`config.mk`:
```
export PLATFORM = sky130hd
export DESIGN_NAME = mmio_uart_tx
export DESIGN_NICKNAME = d
export VERILOG_FILES = /design/src/rtl/mmio_uart_tx.sv
export SDC_FILE = /design/constraint.sdc
export NUM_CORES = 1
export LEC_CHECK = 0
export CAP_MARGIN = 20
export CORE_UTILIZATION = 47
export DETAILED_ROUTE_END_ITERATION = 6
export MAX_ROUTING_LAYER = met4
export PLACE_DENSITY = 0.79
export REMOVE_ABC_BUFFERS = 1
export SLEW_MARGIN = 20
export SYNTH_ARGS = -nofsm -noshare
export SYNTH_HDL_FRONTEND = slang
export SYNTH_SLANG_ARGS = --single-unit
```
`constraint.sdc`:
```
create_clock -name clk -period 3.7 [get_ports clk]
set_clock_uncertainty 0.15 [all_clocks]
set_input_delay 0.74 -clock clk [delete_from_list [all_inputs] [get_ports clk]]
set_output_delay 0.74 -clock clk [all_outputs]
set_load 0.01 [all_outputs]
```
`src/rtl/mmio_uart_tx.sv`:
```
// rtl/mmio_uart_tx.sv - memory-mapped UART transmitter with a 4-entry byte FIFO
// TXDATA at BASE_ADDR pushes a byte; STATUS at BASE_ADDR+4 reads {busy, full, empty}.
module mmio_uart_tx #(
  parameter logic [31:0] BASE_ADDR    = 32'hFFFF_F840,
  parameter int          CLKS_PER_BIT = 868
) (
  input  logic        clk,
  input  logic        rst,
  input  logic [31:0] addr,
  input  logic [31:0] wdata,
  input  logic        we,
  input  logic        re,
  output logic [31:0] rdata,
  output logic        stall,
  output logic        tx
);

  localparam int              CNT_W     = $clog2(CLKS_PER_BIT);
  localparam logic [CNT_W-1:0] CNT_MAX  = CNT_W'(CLKS_PER_BIT - 1);
  localparam logic [31:0]     STAT_ADDR = BASE_ADDR + 32'd4;

  typedef enum logic [1:0] {IDLE, START, DATA, STOP} state_t;

  state_t           state, state_nxt;
  logic [CNT_W-1:0] cnt, cnt_nxt;
  logic [2:0]       bit_idx, bit_idx_nxt;
  logic [7:0]       shift, shift_nxt;
  logic             tx_nxt;

  logic [7:0] mem [4];
  logic [1:0] wr_ptr, rd_ptr;
  logic [2:0] count;
  logic       full, empty, busy, hit_data, push, pop, bit_end;
  logic       unused_bits;

  assign unused_bits = ^wdata[31:8];

  assign hit_data = (addr == BASE_ADDR);
  assign full     = (count == 3'd4);
  assign empty    = (count == 3'd0);
  assign busy     = (state != IDLE);
  assign push     = we & hit_data & ~full;
  assign stall    = we & hit_data & full;
  assign rdata    = (re && addr == STAT_ADDR) ? {29'b0, busy, full, empty} : 32'b0;
  assign bit_end  = (cnt == CNT_MAX);

  always_comb begin
    state_nxt   = state;
    cnt_nxt     = cnt;
    bit_idx_nxt = bit_idx;
    shift_nxt   = shift;
    pop         = 1'b0;
    case (state)
      IDLE: begin
        // pop uses the pre-edge count, so a byte pushed this edge waits a cycle
        if (!empty) begin
          pop       = 1'b1;
          shift_nxt = mem[rd_ptr];
          cnt_nxt   = '0;
          state_nxt = START;
        end
      end
      START: begin
        if (bit_end) begin
          cnt_nxt     = '0;
          bit_idx_nxt = 3'd0;
          state_nxt   = DATA;
        end else begin
          cnt_nxt = cnt + CNT_W'(1);
        end
      end
      DATA: begin
        if (bit_end) begin
          cnt_nxt   = '0;
          shift_nxt = {1'b0, shift[7:1]};
          if (bit_idx == 3'd7) state_nxt = STOP;
          else                 bit_idx_nxt = bit_idx + 3'd1;
        end else begin
          cnt_nxt = cnt + CNT_W'(1);
        end
      end
      STOP: begin
        if (bit_end) begin
          cnt_nxt   = '0;
          state_nxt = IDLE;
        end else begin
          cnt_nxt = cnt + CNT_W'(1);
        end
      end
      default: state_nxt = IDLE;
    endcase

    // line level follows the state being entered, so tx stays a clean register
    case (state_nxt)
      START:   tx_nxt = 1'b0;
      DATA:    tx_nxt = shift_nxt[0];
      default: tx_nxt = 1'b1;
    endcase
  end

  always_ff @(posedge clk) begin
    if (rst) begin
      state   <= IDLE;
      cnt     <= '0;
      bit_idx <= 3'd0;
      shift   <= 8'd0;
      tx      <= 1'b1;
    end else begin
      state   <= state_nxt;
      cnt     <= cnt_nxt;
      bit_idx <= bit_idx_nxt;
      shift   <= shift_nxt;
      tx      <= tx_nxt;
    end
  end

  always_ff @(posedge clk) begin
    if (rst) begin
      wr_ptr <= 2'd0;
      rd_ptr <= 2'd0;
      count  <= 3'd0;
    end else begin
      if (push) wr_ptr <= wr_ptr + 2'd1;
      if (pop)  rd_ptr <= rd_ptr + 2'd1;
      case ({push, pop})
        2'b10:   count <= count + 3'd1;
        2'b01:   count <= count - 3'd1;
        default: count <= count;
      endcase
    end
  end

  always_ff @(posedge clk) begin
    if (!rst && push) mem[wr_ptr] <= wdata[7:0];
  end

endmodule

```
Word-level counts from Yosys, hierarchy flattened
Memory sizes are Yosys's and may differ from the RTL's. A register that Yosys moved wholly into a read port is not among the register bits.
Cells that the tools add are included.
W data, S select, Z words.
- flip-flop bits (word level): 31
- RAM bits: 32
- input bits: 68
- logic and storage cells: 73
- memories kept: 1
- add/sub/neg operators: 6
- equality and inequality tests: 16
- muxes and demuxes: 25
- bitwise gates (word level): 4
- reduce and logical (&&, ||, !) cells: 12
- memory list (memory ; depth ; width ; rd ports ; clocked after memory_dff ; wr ports ; RTL line ; RTL):
    mem ; 4 ; 8 ; 1 ; 1 ; 1 ; 30 ; logic [7:0] mem [4];
- operator list (kind ; number):
    $eq A32 B32 Y1 const B ; 2
    $mux W10 ; 2
    $pmux W10 S2 ; 1
    $mux W8 ; 2
    $pmux W8 S2 ; 1
    $mux W2 ; 7
    $mux W3 ; 4
    $pmux W3 S2 ; 2
    $add A10 B1 Y10 const B ; 1
    $eq A10 B10 Y1 const B ; 1
    $eq A2 B2 Y1 const B ; 4
    $ne A2 B2 Y1 const B ; 4
    $pmux W2 S4 ; 1
    $reduce_bool A2 Y1 ; 4
    $add A3 B1 Y3 const B ; 2
    $eq A2 B1 Y1 const B ; 3
    $eq A3 B3 Y1 const B ; 2
    $add A2 B1 Y2 const B ; 2
    $mux W1 ; 4
    $reduce_and A4 Y1 ; 1
    $and A1 B1 Y1 ; 3
    $logic_not A3 Y1 ; 1
    $reduce_and A3 Y1 ; 1
    $reduce_or A3 Y1 ; 1
    other kinds (6) ; 7

Depth between registers and ports, before layout
- depth after elaboration: 6
- depth in mapped cells: 10
- depth with buffers taken out: 9

Least setup slack after synthesis
OpenSTA, ideal clock, no wires.
- path type: input to register
- start point: input addr[1]
- end point: memory mem[1][0], enable pin
- arrival time: 2.501 ns
- data required time: 3.165 ns
- setup slack: 0.663 ns
- cell stages on the path: 4
- buffers on the path: 0
- cell sequence: or4_4 nor4_4 nand4_4 nor3b_1
- word-level cells in the longest chain between the ends: 6
- RTL lines (what ; RTL line ; RTL):
    start: declaration ; 9 ; input logic [31:0] addr,
    $eq A32 B32 Y1 ; 38 ; assign hit_data = (addr == BASE_ADDR);
    $and A1 B1 Y1 (2 in a row) ; 42 ; assign push = we & hit_data & ~full;
    $logic_and A1 B1 Y1 ; 134 ; if (!rst && push) mem[wr_ptr] <= wdata[7:0];
    $mux W1 ; 134 ;
    $mux W1 (not written as such) ; 134 ;
    end: declaration ; 30 ;
Every way passes these cells.

Worst setup path after layout
- start point: input addr[1]
- end point: output rdata[1]
- word-level cells in the longest chain between the ends: 3
- RTL lines (what ; RTL line ; RTL):
    $eq A32 B32 Y1 ; 44 ; assign rdata = (re && addr == STAT_ADDR) ? {29'b0, busy, full, empty} : 32'b0;
    $logic_and A1 B1 Y1 ; 44 ;
    $mux W3 ; 44 ;
    end: declaration ; 13 ; output logic [31:0] rdata,
Every way passes these cells.

==> flow_summary.json <==
{
  "status": "finished with violations",
  "violations": "DRC",
  "die_h_um": 84.83,
  "final.setup.tns_ns": 0,
  "layout-drive-gt1-share": 0.1257,
  "ys_seq_area_frac": 0.5029,
  "tightestPinTransition_ns": 0.7148,
  "crit_path_end_kind": "output port",
  "clk_path_buf_depth": 2,
  "design_area_um2": 3910,
  "ios": 102,
  "yosys_warnings": 0,
  "postCtsSetupBuffers": 0,
  "diodes": 0,
  "slew-limit-headroom": 0.5219,
  "finalCriticalPeriod_ns": 3.425,
  "synth_cells": 284,
  "syn_area_um2": 3224,
  "synth_cell_type_count": 56,
  "rows": 29,
  "dp_hpwl_um": 4587,
  "synthArstFlopShare": 0,
  "cts_sinks": 65,
  "gp_congestion": 0.7773,
  "grt.total_usage": 0.1970,
  "wl_per_cell_um": 14.99,
  "worst_setup_path_start_kind": "input port",
  "final_util": 0.6020,
  "grt_first_pass_wirelength_um": 10630,
  "dieWidth_um": 84.83,
  "hold_path.class": "reg2reg",
  "postPlaceCellArea_um2": 3700,
  "core_area_um2": 6495,
  "grt_pass1_vias": 2256,
  "fmax_mhz": 292.0,
  "path_clk_slew_ns": 0.08,
  "drv_cap": 0,
  "total_power_w": 0.001455,
  "setup_violations": 0,
  "initial_utilization": 0.4964,
  "synth_edf_count": 32,
  "slew_violations": 0,
  "clkLatencyLatePin_ns": 0.35,
  "p_per_area_nw_per_um2": 372.0,
  "io_buffers": 48,
  "overflow": 0,
  "cts_max_level": 3,
  "ir_worst_vdd_uv": 395.2,
  "die-area_um2": 7195,
  "leakage_nw": 1.401,
  "layout.nets": 414,
  "finalHoldViolCount": 0,
  "viasPerCell": 5.585,
  "cts_root_buffer": "clkbuf_8",
  "first_pass_iters": 7,
  "crit_type": "in2out",
  "rsz0062_at_grt": "no",
  "ys_ff_latch": 65,
  "grt_max_degree": 22,
  "routed_wirelength_um": 6279,
  "cts_buffers": 9,
  "crit_arrival_ns": 2.54,
  "drc": 8,
  "cts_tree": "yes",
  "critPathMaxFanout": 3,
  "vias": 2340,
  "cp.required_ns": 2.81,
  "area_delta_synth_final_pct": 21.27,
  "ant_nets": 0,
  "antenna_found_initial": 0,
  "syn-mean-instance-area_um2": 11.35,
  "post-route-period-util": 0.9257,
  "ys.flop_type": "dfxtp_1",
  "drt_iter0_drc": 138
}
-- sequential cells by signal (all words and copies together) (netlist names), named ones only --
signal / count
shift: 8
mem: 32
cnt: 10
bit_idx: 3
tx: 1
rd_ptr: 2
state: 2
count: 3
wr_ptr: 2
-- cell families after synthesis --
logic type / share of synthesized area
AOI/OAI and AO/OA: 0.1052
xor gates and xnor gates: 0.01358
adders and majority gates: 0.03725
buffers and inverters: 0.09430
DFF: 0.5029
muxes: 0.06674
other: 0.001163
and+or+nand+nor: 0.1789
-- worst paths after layout --
check / startpoint / endpoint / slack [ns] / cells past startpoint
setup / recovery: addr[1] / rdata[1] / 0.27 / 6
setup reg to reg: count[2] / count[2] / 1.08 / 9
hold / removal: shift[6] / shift[6] / 0.32 / 2
hold reg to reg: shift[6] / shift[6] / 0.32 / 2
-- Yosys cell counts, types with 2 or more instances --
cell type | n | area (µm²)
and4b_1 | 2 | 20.02
mux2i_1 | 2 | 20.02
o21ai_0 | 6 | 30.03
inv_1 | 7 | 26.28
ha_1 | 8 | 100.1
buf_2 | 2 | 10.01
nor2b_1 | 3 | 18.77
nand3b_1 | 3 | 22.52
a31oi_1 | 3 | 18.77
a311oi_1 | 4 | 35.03
dfxtp_1 | 33 | 660.6
a21oi_1 | 17 | 85.08
xor2_1 | 4 | 35.03
buf_4 | 29 | 217.7
a22oi_1 | 8 | 60.06
nor3_1 | 8 | 40.04
or3_1 | 3 | 18.77
nor3b_1 | 5 | 37.54
mux4_2 | 8 | 180.2
o31ai_1 | 2 | 15.01
buf_1 | 3 | 11.26
nand3_1 | 13 | 65.06
nand2_1 | 12 | 45.04
clkbuf_1 | 8 | 30.03
nor2_1 | 15 | 56.30
edfxtp_1 | 32 | 960.9
nor4_1 | 2 | 12.51
nand4_1 | 9 | 56.30
o311a_1 | 2 | 20.02
nor4b_1 | 2 | 17.52
and3_1 | 4 | 25.02
-- final cells by class --
type,count,area [µm²]
multi-input combinational,196,1404
clock buffer,9,123.9
sequential,65,1622
fill,518,2585
clock inverter,7,83.83
tap,77,96.34
inverter,8,30.03
timing repair buffer,57,550.5
-- layout by cell type, fill, tap and decap left out, types with 4 or more instances in the layout --
| cell | synthesis | layout |
|---|---|---|
| clkdlybuf4s50_1 | 0 | 44 |
| dfxtp_1 | 33 | 33 |
| edfxtp_1 | 32 | 32 |
| conb_1 | 1 | 29 |
| a21oi_1 | 17 | 17 |
| nor2_1 | 15 | 15 |
| nand3_1 | 13 | 13 |
| nand2_1 | 12 | 12 |
| nand4_1 | 9 | 9 |
| clkbuf_8 | 0 | 9 |
| buf_4 | 29 | 9 |
| nor3_1 | 8 | 8 |
| mux4_2 | 8 | 8 |
| a22oi_1 | 8 | 8 |
| ha_1 | 8 | 8 |
| inv_1 | 7 | 7 |
| o21ai_0 | 6 | 6 |
| nor3b_1 | 5 | 5 |
| xor2_1 | 4 | 4 |
| and3_1 | 4 | 4 |
| a311oi_1 | 4 | 4 |
-- report_power, final --
| group | leakage (nW) | internal [W] | switching, W |
|---|---|---|---|
| Clock | 0.103 | 0.000323 | 0.000302 |
| Combinational | 0.745 | 0.0000435 | 0.0000327 |
| Sequential | 0.553 | 0.000753 | 0.00000000890 |
| Total | 1.40 | 0.00112 | 0.000335 |
-- stage by stage --
| step | setup WS [ns] | std cells | hold slack, ns |
|---|---|---|---|
| after global routing | 0.1436 | 419 | 0.3433 |
| after detailed placement | -0.02382 | 403 | 0.3085 |
| after floorplan | 0.6633 | 269 | 0.2875 |
| after CTS | 0.02303 | 419 | 0.3198 |
| final | 0.2749 | 419 | 0.3227 |
| after global placement | 0.02149 | 403 | 0.3018 |
-- worst max-delay path, cell delays in order --
cell and delay (ns):
clkdlybuf4s50_1 0.40, or4_4 0.55, nor4_4 0.23, nand4_1 0.17
nor2_1 0.13, dlygate4sd2_1 0.31
-- what timing repair did --
item | CTS | global route
hold buffers | 0 | 0
setup endpoints to repair | 2 | 2
gates resized for setup | 2 | 2
pin swaps | 0 | 1
-- metal layers --
metal | share of wire | global-route usage
met1 | 0.41 | 0.2104
met5 | 0 | -
met3 | 0.042 | 0.06031
met2 | 0.54 | 0.3496
met4 | 0.013 | 0.06317
No activity file was read; power rests on OpenSTA's default activity.
